==> src/rtl/seven_segment_scanner.sv <==
// -----------------------------------------------------------------------------
// seven_segment_scanner
//
// Time-multiplexed driver for a 4-digit, common-anode seven-segment display.
// A free-running prescaler sets the slot length (2^SCAN_BITS clocks per digit)
// and a 2-bit index picks the digit currently being driven. Host data goes
// into a shadow register on every update strobe. It moves into the displayed
// register only at the frame boundary (index 3 -> 0), so a frame never mixes
// old and new data. Every output is registered, which gives a 1-cycle latency
// relative to the prescaler, index and displayed state.
//
// At the start of each slot, all anodes are held off for GUARD_CYCLES clocks.
// This gives the cathodes time to settle before the next digit lights, so the
// previous digit does not ghost onto the new one.
//
// Parameters
//   SCAN_BITS         prescaler width; one digit slot = 2^SCAN_BITS clocks
//   GUARD_CYCLES      anode-off clocks at the start of each slot
//                     (0 < GUARD_CYCLES < 2^SCAN_BITS)
//
// Ports
//   clock             single clock, rising edge
//   reset             asynchronous, active-high
//   value[15:0]       four hex nibbles, value[3:0] is digit 0 (rightmost)
//   decimalPoints[3:0] bit i lights the decimal point of digit i
//   digitEnable[3:0]  bit i = 0 keeps digit i dark (sampled live)
//   blankLeadingZeros suppress leading zero digits 3..1 (sampled live)
//   update            capture strobe for value / decimalPoints into shadow
//   segments[6:0]     active-low cathodes, bit0 = a ... bit6 = g
//   dp                active-low decimal-point cathode
//   anodes[3:0]       active-low digit selects, bit i drives digit i
//
// Handshake: update is a plain level strobe. There is no ready signal: every
// clock with update = 1 overwrites the shadow, and the last strobe before a
// frame boundary is the one that gets displayed.
// -----------------------------------------------------------------------------
module seven_segment_scanner #(
  parameter int SCAN_BITS    = 16,
  parameter int GUARD_CYCLES = 64
) (
  input  logic        clock,
  input  logic        reset,
  input  logic [15:0] value,
  input  logic [3:0]  decimalPoints,
  input  logic [3:0]  digitEnable,
  input  logic        blankLeadingZeros,
  input  logic        update,
  output logic [6:0]  segments,
  output logic        dp,
  output logic [3:0]  anodes
);

  localparam logic [SCAN_BITS-1:0] GUARD_LIMIT = SCAN_BITS'(GUARD_CYCLES);

  // ---------------------------------------------------------------------------
  // State registers
  // ---------------------------------------------------------------------------
  logic [SCAN_BITS-1:0] prescaler_q, prescaler_d;
  logic [1:0]           index_q,     index_d;

  logic [15:0]          shadow_value_q, shadow_value_d;
  logic [3:0]           shadow_dp_q,    shadow_dp_d;
  logic [15:0]          disp_value_q,   disp_value_d;
  logic [3:0]           disp_dp_q,      disp_dp_d;

  logic [3:0]           anodes_q,   anodes_d;
  logic [6:0]           segments_q, segments_d;
  logic                 dp_q,       dp_d;

  // ---------------------------------------------------------------------------
  // Hex to active-high gfedcba decoder
  // ---------------------------------------------------------------------------
  function automatic logic [6:0] decode_hex(input logic [3:0] nibble);
    logic [6:0] pattern;
    case (nibble)
      4'h0:    pattern = 7'h3F;
      4'h1:    pattern = 7'h06;
      4'h2:    pattern = 7'h5B;
      4'h3:    pattern = 7'h4F;
      4'h4:    pattern = 7'h66;
      4'h5:    pattern = 7'h6D;
      4'h6:    pattern = 7'h7D;
      4'h7:    pattern = 7'h07;
      4'h8:    pattern = 7'h7F;
      4'h9:    pattern = 7'h6F;
      4'hA:    pattern = 7'h77;
      4'hB:    pattern = 7'h7C;
      4'hC:    pattern = 7'h39;
      4'hD:    pattern = 7'h5E;
      4'hE:    pattern = 7'h79;
      default: pattern = 7'h71;
    endcase
    return pattern;
  endfunction

  // ---------------------------------------------------------------------------
  // Timebase: prescaler, digit index, frame boundary
  // ---------------------------------------------------------------------------
  logic slot_wrap;       // prescaler is all-ones; the next clock starts a slot
  logic frame_boundary;  // last clock of digit 3; the next clock starts a frame

  always_comb begin
    slot_wrap      = &prescaler_q;
    frame_boundary = slot_wrap && (index_q == 2'd3);
    prescaler_d    = prescaler_q + 1'b1;
    index_d        = index_q;
    if (slot_wrap) begin
      index_d = index_q + 2'd1;
    end
  end

  // ---------------------------------------------------------------------------
  // Shadow / displayed data path
  // ---------------------------------------------------------------------------
  // The displayed register takes the shadow value as it stands before this
  // clock's strobe. If update arrives on the boundary clock itself, that data
  // lands in the shadow and is shown one frame later.
  always_comb begin
    shadow_value_d = shadow_value_q;
    shadow_dp_d    = shadow_dp_q;
    disp_value_d   = disp_value_q;
    disp_dp_d      = disp_dp_q;
    if (update) begin
      shadow_value_d = value;
      shadow_dp_d    = decimalPoints;
    end
    if (frame_boundary) begin
      disp_value_d = shadow_value_q;
      disp_dp_d    = shadow_dp_q;
    end
  end

  // ---------------------------------------------------------------------------
  // Digit selection and darkness
  // ---------------------------------------------------------------------------
  logic [3:0] lz_blank;    // digit i sits in a run of leading zeros
  logic [3:0] dark_vec;    // digit i must stay unlit
  logic [3:0] cur_nibble;
  logic       cur_dark;
  logic       cur_dp_bit;
  logic       in_guard;

  always_comb begin
    // Leading-zero run, built from the top nibble downward. Digit 0 is never
    // part of the run, so a value of zero still shows a single "0".
    lz_blank[3] = (disp_value_q[15:12] == 4'h0);
    lz_blank[2] = lz_blank[3] && (disp_value_q[11:8] == 4'h0);
    lz_blank[1] = lz_blank[2] && (disp_value_q[7:4]  == 4'h0);
    lz_blank[0] = 1'b0;

    dark_vec = ~digitEnable | ({4{blankLeadingZeros}} & lz_blank);

    case (index_q)
      2'd0:    cur_nibble = disp_value_q[3:0];
      2'd1:    cur_nibble = disp_value_q[7:4];
      2'd2:    cur_nibble = disp_value_q[11:8];
      default: cur_nibble = disp_value_q[15:12];
    endcase

    cur_dark   = dark_vec[index_q];
    cur_dp_bit = disp_dp_q[index_q];
    in_guard   = (prescaler_q < GUARD_LIMIT);
  end

  // ---------------------------------------------------------------------------
  // Output pattern (registered next cycle)
  // ---------------------------------------------------------------------------
  always_comb begin
    anodes_d   = 4'b1111;
    segments_d = 7'h7F;
    dp_d       = 1'b1;
    if (!cur_dark) begin
      // Cathodes follow the current digit through the guard period as well.
      // Only the anode is held off, so the new pattern has settled by the
      // time the digit lights.
      segments_d = ~decode_hex(cur_nibble);
      dp_d       = ~cur_dp_bit;
      if (!in_guard) begin
        anodes_d = ~(4'b0001 << index_q);
      end
    end
  end

  // ---------------------------------------------------------------------------
  // Sequential state
  // ---------------------------------------------------------------------------
  always_ff @(posedge clock or posedge reset) begin
    if (reset) begin
      prescaler_q    <= '0;
      index_q        <= 2'd0;
      shadow_value_q <= 16'h0000;
      shadow_dp_q    <= 4'h0;
      disp_value_q   <= 16'h0000;
      disp_dp_q      <= 4'h0;
      anodes_q       <= 4'b1111;
      segments_q     <= 7'h7F;
      dp_q           <= 1'b1;
    end else begin
      prescaler_q    <= prescaler_d;
      index_q        <= index_d;
      shadow_value_q <= shadow_value_d;
      shadow_dp_q    <= shadow_dp_d;
      disp_value_q   <= disp_value_d;
      disp_dp_q      <= disp_dp_d;
      anodes_q       <= anodes_d;
      segments_q     <= segments_d;
      dp_q           <= dp_d;
    end
  end

  assign anodes   = anodes_q;
  assign segments = segments_q;
  assign dp       = dp_q;

endmodule

==> config.mk <==
export PLATFORM = sky130hd
export DESIGN_NAME = seven_segment_scanner
export DESIGN_NICKNAME = d
export VERILOG_FILES = /design/src/rtl/seven_segment_scanner.sv
export SDC_FILE = /design/constraint.sdc
export NUM_CORES = 1
export LEC_CHECK = 0
export CORE_ASPECT_RATIO = 1.75
export CORE_MARGIN = 5
export CORE_UTILIZATION = 25
export DETAILED_ROUTE_END_ITERATION = 7
export PLACE_DENSITY = 0.46
export SYNTH_ARGS = -nofsm -noshare
export SYNTH_HDL_FRONTEND = slang
export SYNTH_SLANG_ARGS = --single-unit
==> constraint.sdc <==
create_clock -name clock -period 3 [get_ports clock]
set_input_delay 0.75 -clock clock [delete_from_list [all_inputs] [get_ports clock]]
set_output_delay 0.75 -clock clock [all_outputs]
set_load 0.02 [all_outputs]
==> results of run 1 <==
-- synth_stat cells (2+ instances only) --
| cell | count | area, µm² |
|---|---|---|
| dfrtp_1 | 58 | 1450 |
| mux2_2 | 23 | 259 |
| mux2_4 | 20 | 300 |
| nand3_1 | 13 | 65.1 |
| xnor2_1 | 13 | 114 |
| dfstp_2 | 12 | 315 |
| ha_1 | 12 | 150 |
| nand2_1 | 12 | 45.0 |
| inv_1 | 11 | 41.3 |
| clkbuf_1 | 6 | 22.5 |
| mux2i_1 | 6 | 60.1 |
| a21oi_1 | 4 | 20.0 |
| a222oi_1 | 4 | 40.0 |
| nor2_1 | 4 | 15.0 |
| nor4_1 | 3 | 18.8 |
| o211ai_1 | 3 | 22.5 |
| a211oi_1 | 2 | 15.0 |
| and4_4 | 2 | 22.5 |
| buf_6 | 2 | 22.5 |
| nand4_1 | 2 | 12.5 |
| nor2b_1 | 2 | 12.5 |
| o21ai_0 | 2 | 10.0 |
| xor2_1 | 2 | 17.5 |
-- per-layer routing --
| layer | GRT usage, % | vias to the layer above | part of all wire [%] |
|---|---|---|---|
| met2 | 16.2 | 33 | 55 |
| met5 | 0 | - | 0 |
| met1 | 10.3 | 972 | 39 |
| met4 | 5.31 | 0 | 2.4 |
| li1 | - | 926 | - |
| met3 | 2.40 | 10 | 3.7 |
-- area by class of cell --
cell class              instances  area (µm²)  share of cell area (%)
well taps                     168         210                    5.17
clock buffers                  13         250                    6.15
repair buffers                 43         433                    10.6
flip-flops and latches         70        1770                    43.4
clock inverters                 3        20.0                   0.492
inverters                      11        41.3                    1.01
multi-input cells             144        1350                    33.1
-- stage by stage --
stage               cell area, µm²  hold WS, ns  total power [W]
detailed placement            3800        0.484          0.00113
global placement              3800        0.480          0.00113
finish                        4070        0.490          0.00208
floorplan                     3200        0.436          0.00106
CTS                           4070        0.496          0.00212
global route                  4070        0.516          0.00217
-- registers in the layout, indices dropped and copies added (netlist names) --
| name | count |
|---|---|
| segments | 7 |
| dp | 1 |
| anodes | 4 |
| shadow_dp_q | 4 |
| index_q | 2 |
| disp_value_q | 16 |
| disp_dp_q | 4 |
| shadow_value_q | 16 |
| prescaler_q | 16 |
-- cell usage in the layout, fill, tap and decap left out, drive strengths merged, types with 2 or more instances in the layout --
cell type      synthesis  final
clkinvlp               0      2
ha                    12     12
nor4                   3      3
a222oi                 4      4
clkbuf                 6     13
and4                   3      3
o21ai                  2      2
mux2                  43     43
xor2                   2      2
buf                    2      4
nor2                   4      4
nand2                 12     12
mux2i                  6      6
clkdlybuf4s50          0     39
nand4                  3      3
a21oi                  4      4
dfstp                 12     12
o211ai                 3      3
xnor2                 13     13
nand3                 13     13
dfrtp                 58     58
inv                   11     11
a211oi                 2      2
nor2b                  2      2
-- cell families after synthesis --
family | synth area share (%)
muxes | 20.1
xor gates and xnor gates | 4.10
and+or+nand+nor | 8.60
adders and majority gates | 4.69
DFF | 55.2
buffers and inverters | 2.70
AOI/OAI and AO/OA | 4.65
-- critical path: cells and delay by family, from the launching register on --
family,cells,cell delay [ns]
buf+inv,2,0.40
mux,1,0.49
fa+ha+maj,2,0.62
simple gates,1,0.13
compound gates,3,0.42
flops,1,0.49
-- power breakdown --
part           total (W)  switching [W]  leakage [nW]  internal (W)
clock network   0.000968       0.000387         0.126      0.000581
registers       0.000995      0.0000151         0.877      0.000980
logic           0.000115      0.0000464         0.755     0.0000686
total            0.00208       0.000448          1.76       0.00163
-- how the worst min path moves through the flow --
stage	endpoint	slack, ns	cells after the start
finish	prescaler_q[4]	0.49	1
global route	prescaler_q[4]	0.52	1
CTS	prescaler_q[4]	0.50	1
detailed placement	prescaler_q[4]	0.48	1
global placement	prescaler_q[0]	0.48	1
floorplan	prescaler_q[0]	0.44	1
==> flow_metrics.tcl, run 1 <==
set metrics [dict create \
    synth.distinct_cells 38 \
    drc_errors 0 \
    drt-pass1-iter-count 4 \
    cts_setup_buffers 0 \
    min_path_type "reg2reg" \
    num_antenna_cells 0 \
    grt_usage_pct 9.44 \
    cap_violations 0 \
    reg2regPathDepth 9 \
    drtAntennaViolNets 0 \
    die_y_um 160 \
    grt_setup_unrepaired "no" \
    antenna_found_initial 0 \
    finalMaxSlewViolations 0 \
    overflow 0 \
    grt_pass1_wl_um 10900 \
    rows 54 \
    setup_tns_ns 0 \
    drive_gt1_share_pct 27.5 \
    syn-num-nets 273 \
    fin_ws_ns 0.330 \
    die_area_um2 15300 \
    synth_edf_count 0 \
    cts_hold_buf 0 \
    fmax_ghz 0.374 \
    dp.final_hpwl_um 4940 \
    postSynthAreaPerCell_um2 13.7 \
    pin_count 40 \
    crit_path_cell_trace "inv_1, ha_1, a222oi_1, mux2i_1, inv_1, ha_1, nor2b_1, a211oi_1, o21ai_0" \
    reg2reg_to "segments[3]" \
    period_needed_ns 2.67 \
    p_leak_nw 1.76 \
    syn_inst 233 \
    tightestPinTransition_ns 0.893 \
    crit_path_end_kind "flop" \
    hold_violations 0 \
    critPathCapture "segments[3]" \
    fin_worst_skew_ns 0.00845 \
    p_per_area_nw_per_um2 511 \
    gp_congestion 0.825 \
    drt_iter0_drc 75 \
    worstSetupPathType "reg2reg" \
    vias 1941 \
    status "finished clean" \
    wl_per_cell_um 14.6 \
    path_max_fanout 8 \
    startpoint "index_q[0]" \
    syn-cell-area_um2 3200 \
    viasPerCell 4.29 \
    fin_nets 319 \
    core-area_um2 12500 \
    required_ns 3.21 \
    initial_utilization_pct 25.6 \
    r2r-start "index_q[0]" \
    cts_buffers 9 \
    clkSlewWorstSetupHoldPaths_ns 0.06 \
    clkLatencyLatePin_ns 0.33 \
    ir_worst_vdd_v 0.000189 \
    min_from "prescaler_q[4]" \
    period_share_pct 89.0 \
    yosysSeqAreaShare_pct 55.2 \
    cts_tree "done" \
    clockBufferDepth 2 \
    rrSetupSlack_ns 0.33 \
    cts_resized 0 \
    cts.sinks 70 \
    die_w_um 95.5 \
    ys_warn_count 0 \
    root_buffer "clkbuf_16" \
    cp-start-kind "flop" \
    crit_slowest_cell "dfrtp_1" \
    drt-total-wl_um 6610 \
    layoutNonFillerInstCount 452 \
    setup_viol 0 \
    dp.cells 436 \
    worstPathArrival_ns 2.89 \
    synthToLayoutAreaGrowth_pct 27.1 \
    ys.flop_type "dfrtp_1" \
    numPortBuffers 39 \
    relSlewSlack_pct 38.8 \
    grt_pass1_vias 2097 \
    synth-seq-cells 70 \
    place_ws_ns 0.317 \
    grt_max_degree 41 \
    async_flop_share_pct 100 \
    cp_slowest_stage_delay_ns 0.49 \
    cts.htree.levels 3 \
    fin_util_pct 32.6 \
    fillCellCount 1247 \
]
(Power assumes the default switching activity.)
==> inputs of run 2 (changes only) <==
--- a/config.mk
+++ b/config.mk
@@ -8,7 +8,9 @@
 export CORE_ASPECT_RATIO = 1.75
 export CORE_MARGIN = 5
 export CORE_UTILIZATION = 25
+export CTS_CLUSTER_DIAMETER = 30
 export DETAILED_ROUTE_END_ITERATION = 7
+export GPL_ROUTABILITY_DRIVEN = 0
 export PLACE_DENSITY = 0.46
 export SYNTH_ARGS = -nofsm -noshare
 export SYNTH_HDL_FRONTEND = slang
==> results of run 2 <==
Same layout as run 1: the final DEF is identical, and so are final timing and power.
==> inputs of run 3 (changes only) <==
--- a/config.mk
+++ b/config.mk
@@ -11,7 +11,7 @@
 export CTS_CLUSTER_DIAMETER = 30
 export DETAILED_ROUTE_END_ITERATION = 7
 export GPL_ROUTABILITY_DRIVEN = 0
-export PLACE_DENSITY = 0.46
+export PLACE_DENSITY_LB_ADDON = 0.25
 export SYNTH_ARGS = -nofsm -noshare
 export SYNTH_HDL_FRONTEND = slang
 export SYNTH_SLANG_ARGS = --single-unit
==> run 3 against run 2 <==
Die area stayed put. Sequential share of layout area is 0.98 points lower. Worst setup slack better by 0.061 ns. Wire length is 0.15% lower. Global-route usage hardly changed. Total power is 17% higher. Worst hold slack worse by 0.0091 ns. First-iteration DRC count is 20% lower. Clock-buffer cell count is 2 lower. Maximum frequency is 2.3% higher. Largest power group is now the clock network.
==> flow_metrics.tcl, run 3 (synthesis results as in run 1) <==
set metrics [dict create \
    dp.final_hpwl_um 4810 \
    drtAntennaViolNets 0 \
    required_ns 3.19 \
    fin_nets 318 \
    cts_setup_buffers 0 \
    p_total_w 0.00243 \
    final_cell_mix "dfrtp_1, clkdlybuf4s50_1, mux2_2" \
    cts.htree.levels 3 \
    clkSlewWorstSetupHoldPaths_ns 0.06 \
    die_area_um2 15300 \
    drt-total-wl_um 6600 \
    clkLatencyLatePin_ns 0.33 \
    worstPathArrival_ns 2.80 \
    power_frac_clock_pct 54.4 \
    place_ws_ns 0.344 \
    rrSetupSlack_ns 0.39 \
    finalInstanceArea_um2 4160 \
    relSlewSlack_pct 37.5 \
    overflow 0 \
    clockBufferDepth 2 \
    grt_pass1_vias 2102 \
    pin_count 40 \
    cts_hold_buf 0 \
    p_sw_w 0.000461 \
    core-area_um2 12500 \
    holdWs_ns 0.480 \
    rows 54 \
    setup_viol 0 \
    cts.sinks 70 \
    drive_gt1_share_pct 27.9 \
    root_buffer "clkbuf_16" \
    p_sw_share_pct 19.0 \
    grt_setup_unrepaired "no" \
    path_max_fanout 8 \
    cts_resized 0 \
    grt_max_degree 50 \
    cap_violations 0 \
    synthToLayoutAreaGrowth_pct 30.1 \
    die_w_um 95.5 \
    die_y_um 160 \
    setup_tns_ns 0 \
    hold_violations 0 \
    p_leak_nw 1.81 \
    final_common_cell "dfrtp_1" \
    ir_worst_vdd_v 0.000397 \
    num_antenna_cells 0 \
    cts_buffers 9 \
    tightestPinTransition_ns 0.911 \
    cp_slowest_stage_delay_ns 0.50 \
    vias 1961 \
    numPortBuffers 39 \
    status "finished clean" \
    drt_iter0_drc 60 \
    grt_usage_pct 9.40 \
    largest_registers "disp_value_q x16, prescaler_q x16, shadow_value_q x16" \
    antenna_found_initial 0 \
    postPlaceCellArea_um2 3790 \
    cts_tree "done" \
    period_share_pct 87.0 \
    pwr-share-seq_pct 40.9 \
    crit_slowest_cell "dfrtp_1" \
    fin_worst_skew_ns 0.00635 \
    grt_pass1_wl_um 10800 \
    finalMaxSlewViolations 0 \
    initial_utilization_pct 25.6 \
    drt-pass1-iter-count 5 \
    fin_ws_ns 0.391 \
    p_per_area_nw_per_um2 584 \
    p_int_w 0.00197 \
    combPwrFrac_pct 4.7 \
    cp-start-kind "flop" \
    wl_per_cell_um 14.6 \
    drc_errors 0 \
    fmax_ghz 0.383 \
    period_needed_ns 2.61 \
    worstSetupPathType "reg2reg" \
    crit_path_end_kind "flop" \
    viasPerCell 4.35 \
    crit_path_cell_trace "inv_1, ha_1, a222oi_1, mux2i_1, inv_1, ha_1, mux2_2, nand2_1, o311ai_0" \
    min_path_type "reg2reg" \
]
[run 3: cell types whose count changed in the layout (fill, tap and decap cells not counted)]
| cell | change |
|---|---|
| buf_4 | -1 |
| bufinv_16 | +4 |
| clkbuf_1 | -2 |
| clkinv_2 | -1 |
| clkinvlp_4 | -2 |
| inv_6 | +1 |
[run 3: final cells by class]
cell class / instances / area, µm²
clock inverter: 5 / 129
tap: 168 / 210
sequential: 70 / 1770
inverter: 11 / 41.3
clock buffer: 11 / 243
multi-input combinational: 144 / 1350
timing repair buffer: 42 / 425
fill: 1228 / 8340
[run 3: routing by layer]
layer  GRT usage [%]  share of wire, %  vias to the layer above  routed length (µm)
met5               0                 0                        -                   0
met4            5.96               3.6                        0                 239
met3            2.12               3.6                       14                 236
met2            15.8                53                       45                3520
met1            10.4                40                      978                2610
li1                -                 -                      924                   -
[run 3: power groups by stage]
stage / clock network (W) / logic (W) / registers, W
after floorplan: 0 / 0.0000523 / 0.00101
after global placement: 0 / 0.000117 / 0.00101
after detailed placement: 0 / 0.000117 / 0.00101
after CTS: 0.00135 / 0.000118 / 0.000996
after global routing: 0.00140 / 0.000127 / 0.00100
final: 0.00132 / 0.000114 / 0.000995
[run 3: through the flow]
step,util (%),std cells
floorplan,-,233
global placement,30.3,435
detailed placement,30.3,435
CTS,33.3,451
global route,33.3,451
finish,33.3,451
[run 3: worst max-delay path: cells and delay by family, from the launching register on]
| kind | cells | cell delay (ns) |
|---|---|---|
| fa+ha+maj | 2 | 0.54 |
| mux | 2 | 0.76 |
| simple gates | 1 | 0.06 |
| flops | 1 | 0.50 |
| compound gates | 2 | 0.27 |
| buf+inv | 2 | 0.35 |
[run 3: worst paths after layout]
| check | start | end | cells past startpoint |
|---|---|---|---|
| max | index_q[0] | segments[5] | 9 |
| min | prescaler_q[0] | prescaler_q[0] | 1 |
| max reg2reg | index_q[0] | segments[5] | 9 |
| min reg2reg | prescaler_q[0] | prescaler_q[0] | 1 |
| max in group asynchronous | reset | dp | 3 |
| min in group asynchronous | reset | shadow_value_q[15] | 2 |
